`src/rtl/quad_step_decoder_if.sv`:
```
// Encoder-side bus for quad_step_decoder: raw A/B phases and error clear in,
// step controls and status out.
interface quad_step_decoder_if #(
   parameter int ERR_CNT_W = 8
);
   logic                 a_in;
   logic                 b_in;
   logic                 err_clr;
   logic                 en;
   logic                 dir;
   logic                 err;
   logic [ERR_CNT_W-1:0] err_cnt;
   logic                 ready;

   modport master (
      output a_in, b_in, err_clr,
      input  en, dir, err, err_cnt, ready
   );

   modport slave (
      input  a_in, b_in, err_clr,
      output en, dir, err, err_cnt, ready
   );
endinterface

```
`src/rtl/quad_step_decoder.sv`:
```
// Quadrature A/B decoder: synchronise, de-glitch, track Gray phase and emit
// one registered en pulse per legal step with dir; counts illegal jumps.
module quad_step_decoder #(
   parameter int SYNC_STAGES = 2,
   parameter int FILT_LEN    = 4,
   parameter int ERR_CNT_W   = 8
) (
   input logic                 clk,
   input logic                 rst,
   quad_step_decoder_if.slave  bus
);
   localparam int CW     = $clog2(FILT_LEN + 1);
   localparam int SETTLE = SYNC_STAGES + FILT_LEN + 1;
   localparam int SW     = $clog2(SETTLE + 1);
   localparam logic [CW-1:0] FILT_LAST   = CW'(FILT_LEN - 1);
   localparam logic [SW-1:0] SETTLE_LAST = SW'(SETTLE - 1);

   typedef enum logic [2:0] {S_INIT, S_P00, S_P01, S_P11, S_P10} state_t;

   logic [SYNC_STAGES-1:0] r_sync [2];
   logic [CW-1:0]          r_fcnt [2];
   logic [1:0]             r_filt;
   logic [1:0]             w_raw;
   logic [1:0]             w_s;

   state_t               r_state, w_state_nxt;
   logic [SW-1:0]        r_settle, w_settle_nxt;
   logic                 r_en, w_en_nxt;
   logic                 r_dir, w_dir_nxt;
   logic                 r_err, w_err_nxt;
   logic [ERR_CNT_W-1:0] r_err_cnt, w_err_cnt_nxt;
   logic                 r_ready, w_ready_nxt;
   logic [1:0]           w_cur;

   function automatic state_t phase_to_state(input logic [1:0] p);
      case (p)
         2'b00:   return S_P00;
         2'b01:   return S_P01;
         2'b11:   return S_P11;
         default: return S_P10;
      endcase
   endfunction

   function automatic logic [1:0] state_to_phase(input state_t s);
      case (s)
         S_P01:   return 2'b01;
         S_P11:   return 2'b11;
         S_P10:   return 2'b10;
         default: return 2'b00;
      endcase
   endfunction

   function automatic logic [1:0] fwd_of(input logic [1:0] p);
      case (p)
         2'b00:   return 2'b01;
         2'b01:   return 2'b11;
         2'b11:   return 2'b10;
         default: return 2'b00;
      endcase
   endfunction

   function automatic logic [1:0] rev_of(input logic [1:0] p);
      case (p)
         2'b00:   return 2'b10;
         2'b10:   return 2'b11;
         2'b11:   return 2'b01;
         default: return 2'b00;
      endcase
   endfunction

   // Channel 1 is A, channel 0 is B, so r_filt is the phase {a_f, b_f}.
   always_comb begin
      w_raw = {bus.a_in, bus.b_in};
      w_s   = {r_sync[1][SYNC_STAGES-1], r_sync[0][SYNC_STAGES-1]};
   end

   always_ff @(posedge clk) begin
      if (rst) begin
         r_filt <= '0;
         for (int unsigned ch = 0; ch < 2; ch++) begin
            r_sync[ch] <= '0;
            r_fcnt[ch] <= '0;
         end
      end else begin
         for (int unsigned ch = 0; ch < 2; ch++) begin
            r_sync[ch] <= {r_sync[ch][SYNC_STAGES-2:0], w_raw[ch]};
            if (w_s[ch] == r_filt[ch]) begin
               r_fcnt[ch] <= '0;
            end else if (r_fcnt[ch] == FILT_LAST) begin
               r_filt[ch] <= w_s[ch];
               r_fcnt[ch] <= '0;
            end else begin
               r_fcnt[ch] <= r_fcnt[ch] + 1'b1;
            end
         end
      end
   end

   always_ff @(posedge clk) begin
      if (rst) begin
         r_state   <= S_INIT;
         r_settle  <= '0;
         r_en      <= 1'b0;
         r_dir     <= 1'b0;
         r_err     <= 1'b0;
         r_err_cnt <= '0;
         r_ready   <= 1'b0;
      end else begin
         r_state   <= w_state_nxt;
         r_settle  <= w_settle_nxt;
         r_en      <= w_en_nxt;
         r_dir     <= w_dir_nxt;
         r_err     <= w_err_nxt;
         r_err_cnt <= w_err_cnt_nxt;
         r_ready   <= w_ready_nxt;
      end
   end

   // A new illegal transition wins over err_clr in the same cycle.
   always_comb begin
      w_state_nxt   = r_state;
      w_settle_nxt  = r_settle;
      w_en_nxt      = 1'b0;
      w_dir_nxt     = r_dir;
      w_err_nxt     = r_err & ~bus.err_clr;
      w_err_cnt_nxt = r_err_cnt;
      w_ready_nxt   = r_ready;
      w_cur         = state_to_phase(r_state);
      if (r_state == S_INIT) begin
         if (r_settle == SETTLE_LAST) begin
            w_state_nxt = phase_to_state(r_filt);
            w_ready_nxt = 1'b1;
         end else begin
            w_settle_nxt = r_settle + 1'b1;
         end
      end else if (r_filt == fwd_of(w_cur)) begin
         w_state_nxt = phase_to_state(r_filt);
         w_en_nxt    = 1'b1;
         w_dir_nxt   = 1'b1;
      end else if (r_filt == rev_of(w_cur)) begin
         w_state_nxt = phase_to_state(r_filt);
         w_en_nxt    = 1'b1;
         w_dir_nxt   = 1'b0;
      end else if (r_filt != w_cur) begin
         w_state_nxt = phase_to_state(r_filt);
         w_err_nxt   = 1'b1;
         if (r_err_cnt != '1) w_err_cnt_nxt = r_err_cnt + 1'b1;
      end
   end

   assign bus.en      = r_en;
   assign bus.dir     = r_dir;
   assign bus.err     = r_err;
   assign bus.err_cnt = r_err_cnt;
   assign bus.ready   = r_ready;
endmodule

```
`src/flat_wrapper.sv`:
```
// flat-port wrapper written by rule: the top's interface ports become plain ports
module quad_step_decoder_flat 
#(
   parameter int SYNC_STAGES = 2,
   parameter int FILT_LEN    = 4,
   parameter int ERR_CNT_W   = 8
)
  (clk, rst, bus_a_in, bus_b_in, bus_err_clr, bus_en, bus_dir, bus_err, bus_err_cnt, bus_ready);
  quad_step_decoder_if #(.ERR_CNT_W(ERR_CNT_W)) bus_i ();
  input logic clk;
  input logic rst;
  input wire logic [$bits(bus_i.a_in)-1:0] bus_a_in;
  input wire logic [$bits(bus_i.b_in)-1:0] bus_b_in;
  input wire logic [$bits(bus_i.err_clr)-1:0] bus_err_clr;
  output wire logic [$bits(bus_i.en)-1:0] bus_en;
  output wire logic [$bits(bus_i.dir)-1:0] bus_dir;
  output wire logic [$bits(bus_i.err)-1:0] bus_err;
  output wire logic [$bits(bus_i.err_cnt)-1:0] bus_err_cnt;
  output wire logic [$bits(bus_i.ready)-1:0] bus_ready;
  assign bus_i.a_in = bus_a_in;
  assign bus_i.b_in = bus_b_in;
  assign bus_i.err_clr = bus_err_clr;
  assign bus_en = bus_i.en;
  assign bus_dir = bus_i.dir;
  assign bus_err = bus_i.err;
  assign bus_err_cnt = bus_i.err_cnt;
  assign bus_ready = bus_i.ready;
  quad_step_decoder #(.SYNC_STAGES(SYNC_STAGES), .FILT_LEN(FILT_LEN), .ERR_CNT_W(ERR_CNT_W)) u_core (.clk(clk), .rst(rst), .bus(bus_i));
endmodule
```
`config.mk`:
```
export PLATFORM = sky130hd
export DESIGN_NAME = quad_step_decoder_flat
export DESIGN_NICKNAME = d
export VERILOG_FILES = /design/src/rtl/quad_step_decoder_if.sv /design/src/rtl/quad_step_decoder.sv /design/src/flat_wrapper.sv
export SDC_FILE = /design/constraint.sdc
export NUM_CORES = 1
export LEC_CHECK = 0
export BUFFER_PORTS_ARGS = -buffer_cell sky130_fd_sc_hd__buf_2
export CORE_UTILIZATION = 57
export CTS_BUF_LIST = sky130_fd_sc_hd__clkbuf_4 sky130_fd_sc_hd__clkbuf_8 sky130_fd_sc_hd__clkbuf_16
export DETAILED_ROUTE_END_ITERATION = 8
export PLACE_DENSITY = 0.8
export SLEW_MARGIN = 5
export SYNTH_ARGS = -nofsm -noshare
export SYNTH_HDL_FRONTEND = slang
export SYNTH_SLANG_ARGS = --single-unit
```
`constraint.sdc`:
```
create_clock -name clk -period 2.2 [get_ports clk]
set_input_delay 0.44 -clock clk [delete_from_list [all_inputs] [get_ports clk]]
set_output_delay 0.44 -clock clk [all_outputs]
set_load 0.1 [all_outputs]
```
==> run metrics, run 1 <==
post-cts resize count 0; CP Launch Type flip-flop; Req. time, crit path 2.46 ns; maxcap violations 0; final-report setup violation count 0; status completed; Buf+Inv Stages, Crit Path 0; Antenna diodes 0; sequential cell area fraction in the yosys report 0.422; hold buffers post-CTS 0; FILL cells 227; Syn Inst Count 172; Final Core Density 0.666; CP max-delay cell dfxtp_1; top-level I/O count 17; P per Cell Area 914 nW/um2; clock skew 0.00974 ns; gr ovfl total 0; Crit. path cell count 5; global-route wire length before repair 4540 um; Final ANT Viol Nets 0; DP HPWL 1950 um; final hold viol count 0; RSZ-0062 raised after global routing no; TritonCTS buffer count 5; Leak 0.697 nW; Core Region 2540 um2; critical-path cell list a41oi_1 -> o311ai_2 -> nand3_2 -> or3_1 -> a21oi_1; Final min period 2.07 ns; post-layout instance area 1700 um2; share of cells above drive strength 1 0.142; Setup Buffers After CTS 0; final period utilization 0.939; Post-Route WL 2710 um; Post-DP Area 1640 um2; initial antenna violation count 0; Port Buf Inserts 16; Die Wd 54.4 um; full die area 2960 um2; hold crit path type in -> reg; TritonCTS Sinks 30; Critical Path Sink Type flip-flop; via/cell ratio 5.59; Reg area 661 um2; Multi-input gate area 820 um2; crit path kind reg -> reg; Root Driver clkbuf_4; flops & latches, synth 30; wire per inst 12.3 um; hold-critical path depth 2; number of synthesized flops with an enable pin 6; largest net degree at the start of global routing 28; maximum VDD drop 0.708 mV; Worst slew margin 0.543; Synth area leader dfxtp_1; synthesis-to-layout area growth 8.23%; Post-synth ARST share 0; Crit path largest cell delay 0.77 ns; top cells by area, synth dfxtp_1, edfxtp_1, ha_1; yosys warns 0; path depth of the worst reg2reg path 5; Std-Cell Rows 18; vias in the first global route 1100; final setup margin 0.133 ns; 1st-iter DRT viols 31; Residual DRC 0; Clock transition at path regs 0.09 ns; Placer Congestion 0.738; Crit path max-delay family flip-flops; Synth Flop Type dfxtp_1; Worst Max-Slew Pin Slew 0.685 ns; Pre-Repair DR Iteration Count 4; f_max 484 MHz; final net count 205; Initial Util 0.616; Final Slew Violations 0; CTS tree done; die height 54.4 um; Worst Path Max Fanout 20; setup TNS 0 ns; Synth cell types 38; Yosys top cell area share 0.307; gr usage total 0.221; DR vias 1229; Arr. time, crit path 2.33 ns; mapped cell area 1570 um2; CTS H-tree depth 2; Synth Area per Inst 9.11 um2; buffer depth of the longest clock path 2; Clock Latency Late Sink 0.33 ns; dpl ws 0.163 ns
## report_power, final
part	leakage [nW]	internal, mW	switching, mW
registers	0.258	0.625	0.0849
logic	0.407	0.160	0.364
clock network	0.0322	0.145	0.172
total	0.697	0.929	0.620
## Yosys cell counts (all sizes together), types with 2 or more instances
cell,count
nand2,3
a211oi,2
or3,8
a31oi,2
nor2b,6
a21oi,9
buf,7
and3,5
nand2b,2
xnor2,6
mux2i,5
dfxtp,24
nor2,25
xor2,2
nand3,7
ha,10
inv,10
edfxtp,6
clkbuf,4
nor3,3
o21ai,11
a311oi,2
## cell usage in the layout, fill, tap and decap left out, types with 7 or more instances in the layout
| cell type | n |
|---|---|
| nor2_1 | 25 |
| dfxtp_1 | 24 |
| buf_2 | 16 |
| o21ai_0 | 11 |
| inv_1 | 10 |
| ha_1 | 10 |
| a21oi_1 | 9 |
| or3_1 | 8 |
| clkbuf_4 | 7 |
## logic make-up (layout without fill, tap and decap cells)
family / count (synthesis) / count (layout) / share of synthesized area
XOR/XNOR: 8 / 8 / 0.0447
other: 1 / 6 / 0.00239
AND/OR/NAND/NOR: 66 / 66 / 0.223
adder cells (fa/ha/maj): 10 / 10 / 0.0799
multiplexers: 5 / 5 / 0.0320
buffers and inverters: 21 / 34 / 0.0671
flip-flops: 30 / 30 / 0.422
AO/OA/AOI/OAI: 31 / 31 / 0.129
## worst paths after layout
path	end	from	slack, ns
min	u_core.r_sync[0][2]	bus_a_in	0.33
max reg2reg	u_core.bus.err_cnt[7]	u_core.r_filt[1]	0.13
min reg2reg	u_core.r_sync[0][3]	u_core.r_sync[0][2]	0.46
max	u_core.bus.err_cnt[7]	u_core.r_filt[1]	0.13
## registers in the layout, summed over array words and instances (netlist names)
signal and count:
u_core.bus.err_cnt 8, u_core.r_fcnt 6, u_core.r_sync 4, u_core.r_settle 3, u_core.r_state 3, u_core.r_filt 2, u_core.bus.dir 1, u_core.bus.en 1
u_core.bus.err 1, u_core.bus.ready 1
## worst reg2reg max path, stage by stage (launching register included)
cell and delay (ns):
dfxtp_1 0.77, a41oi_1 0.23, o311ai_2 0.15, nand3_2 0.29, or3_1 0.42, a21oi_1 0.15
## cell type report
type / instances / area share
Multi-Input combinational cell: 126 / 0.483
Timing Repair Buffer: 17 / 0.0517
Inverter: 10 / 0.0221
Tap cell: 30 / 0.0221
Clock buffer: 7 / 0.0310
Sequential cell: 30 / 0.390
## per-stage QoR
step           hold WS [ns]  cells  total power, mW
2_1_floorplan         0.414    177             1.17
3_3_place_gp          0.437    213             1.22
3_5_place_dp          0.443    213             1.25
4_1_cts               0.316    220             1.57
5_1_grt               0.308    220             1.65
6_report              0.334    220             1.55
## per-layer routing
metal / vias to the layer above / GRT usage / wire [um]
li1: 627 / - / -
met1: 569 / 0.250 / 1200
met2: 29 / 0.354 / 1340
met3: 4 / 0.0722 / 129
met4: 0 / 0.145 / 37
met5: - / 0 / 0
(Power assumes the default switching activity.)
==> run 2, diff against run 1 <==
--- a/config.mk
+++ b/config.mk
@@ -10,6 +10,7 @@
 export CTS_BUF_LIST = sky130_fd_sc_hd__clkbuf_4 sky130_fd_sc_hd__clkbuf_8 sky130_fd_sc_hd__clkbuf_16
 export DETAILED_ROUTE_END_ITERATION = 8
 export PLACE_DENSITY = 0.8
+export REMOVE_ABC_BUFFERS = 1
 export SLEW_MARGIN = 5
 export SYNTH_ARGS = -nofsm -noshare
 export SYNTH_HDL_FRONTEND = slang
==> run metrics, run 2 (synthesized netlist as in run 1, its figures left out) <==
Leak 0.704 nW (was 0.697 nW); CTS H-tree depth 2 (unchanged); wire per inst 12.7 um (was 12.3 um); P per Cell Area 914 nW/um2 (about the same); final hold viol count 0 (unchanged); Initial Util 0.616 (unchanged); Final min period 2.02 ns (was 2.07 ns); FILL cells 211 (was 227); Worst Max-Slew Pin Slew 0.599 ns (was 0.685 ns); Core Region 2540 um2 (unchanged); post-route insts no fill 222 (was 220); most common cell after layout, fill and taps aside nor2_1 (unchanged); Clock Latency Late Sink 0.33 ns (about the same); post-layout instance area 1710 um2 (was 1700 um2); Req. time, crit path 2.46 ns (about the same); hold buffers post-CTS 0 (unchanged); WHS 0.328 ns (was 0.334 ns); full die area 2960 um2 (unchanged); Arr. time, crit path 2.28 ns (was 2.33 ns); Post-Route WL 2820 um (was 2710 um); TritonCTS Sinks 30 (unchanged); Residual DRC 0 (unchanged); Post-DP Area 1650 um2 (was 1640 um2); vias in the first global route 1093 (was 1100); Critical Path Sink Type flip-flop (unchanged); commonest cells after routing, fill and taps aside nor2_1, dfxtp_1, buf_2 (unchanged); gr usage total 0.221 (about the same); Placer Congestion 0.790 (was 0.738); DP HPWL 1940 um (was 1950 um); top-level I/O count 17 (unchanged); via/cell ratio 5.61 (was 5.59); Setup Buffers After CTS 0 (unchanged); CTS tree done (unchanged); maxcap violations 0 (unchanged); Clock transition at path regs 0.09 ns (about the same); 1st-iter DRT viols 37 (was 31); Antenna diodes 0 (unchanged); final period utilization 0.918 (was 0.939); DR vias 1246 (was 1229); Root Driver clkbuf_4 (unchanged); Final ANT Viol Nets 0 (unchanged); TritonCTS buffer count 5 (unchanged); buffer depth of the longest clock path 2 (unchanged); Worst Path Max Fanout 17 (was 20); global-route wire length before repair 4530 um (was 4540 um); setup TNS 0 ns (unchanged); CP max-delay cell dfxtp_1 (unchanged); DR top layer met4 (unchanged); Crit path largest cell delay 0.71 ns (was 0.77 ns); die height 54.4 um (unchanged); RSZ-0062 raised after global routing no (unchanged); Final Slew Violations 0 (unchanged); Die Wd 54.4 um (unchanged); wire length on met3 118 um (was 129 um); status completed (unchanged); largest net degree at the start of global routing 28 (unchanged); number of flip-flops in the largest register 8 (unchanged); CP Launch Type flip-flop (unchanged); Worst slew margin 0.600 (was 0.543); critical-path cell list nand2b_1 -> o2111ai_2 -> nand3_2 -> or3_1 -> a21oi_1 (was a41oi_1 -> o311ai_2 -> nand3_2 -> or3_1 -> a21oi_1); Multi-input gate area 820 um2 (unchanged); synthesis-to-layout area growth 9.19% (was 8.23%); Port Buf Inserts 16 (unchanged); Inst Count DP 214 (was 213); crit path kind reg -> reg (unchanged); routed wl met2 1390 um (was 1340 um); hold crit path type in -> reg (unchanged); final-report setup violation count 0 (unchanged); Pre-Repair DR Iteration Count 4 (unchanged); share of cells above drive strength 1 0.146 (was 0.142); gr ovfl total 0 (unchanged); initial antenna violation count 0 (unchanged); Reg area 662 um2 (was 661 um2); met1 wire length 1260 um (was 1200 um); f_max 495 MHz (was 484 MHz); Std-Cell Rows 18 (unchanged); final net count 206 (was 205); post-cts resize count 0 (unchanged); clock skew 0.00783 ns (was 0.00974 ns); maximum VDD drop 0.720 mV (was 0.708 mV)
run 2: final timing paths:
check                                         start                    end  slack, ns  cells past startpoint
worst max-delay path              u_core.r_state[1]  u_core.bus.err_cnt[7]       0.18                      5
worst min-delay path                       bus_a_in    u_core.r_sync[0][2]       0.33                      2
worst max register to register    u_core.r_state[1]  u_core.bus.err_cnt[7]       0.18                      5
worst min register to register  u_core.r_sync[0][0]    u_core.r_sync[0][1]       0.45                      1
run 2: critical path: cells and delay by family (launching register included):
family,cells,cell delay (ns)
compound gates,2,0.40
flops,1,0.71
simple gates,3,0.85
run 2: layout make-up:
| cell class | count | area share |
|---|---|---|
| multi-input cells | 126 | 0.479 |
| flip-flops and latches | 30 | 0.387 |
| repair buffers | 18 | 0.0556 |
| clock buffers | 6 | 0.0300 |
| inverters | 10 | 0.0219 |
| well taps | 30 | 0.0219 |
| clock inverters | 2 | 0.00439 |
run 2: metal layers:
layer,vias up,GRT usage
li1,631,-
met1,581,0.264
met2,28,0.364
met3,6,0.0667
met4,0,0.0940
met5,-,0
run 2: report_power, final:
group	total (mW)	internal (mW)	switching [mW]
combinational	0.521	0.160	0.362
clock	0.329	0.148	0.181
sequential	0.713	0.625	0.0884
run 2: per-stage QoR:
| step | setup slack [ns] | util | power (mW) |
|---|---|---|---|
| after floorplan | 0.0586 | - | 1.14 |
| after global placement | 0.304 | 0.648 | 1.22 |
| after detailed placement | 0.194 | 0.648 | 1.24 |
| after CTS | 0.169 | 0.672 | 1.57 |
| after global routing | 0.0127 | 0.672 | 1.66 |
| final | 0.180 | 0.672 | 1.56 |
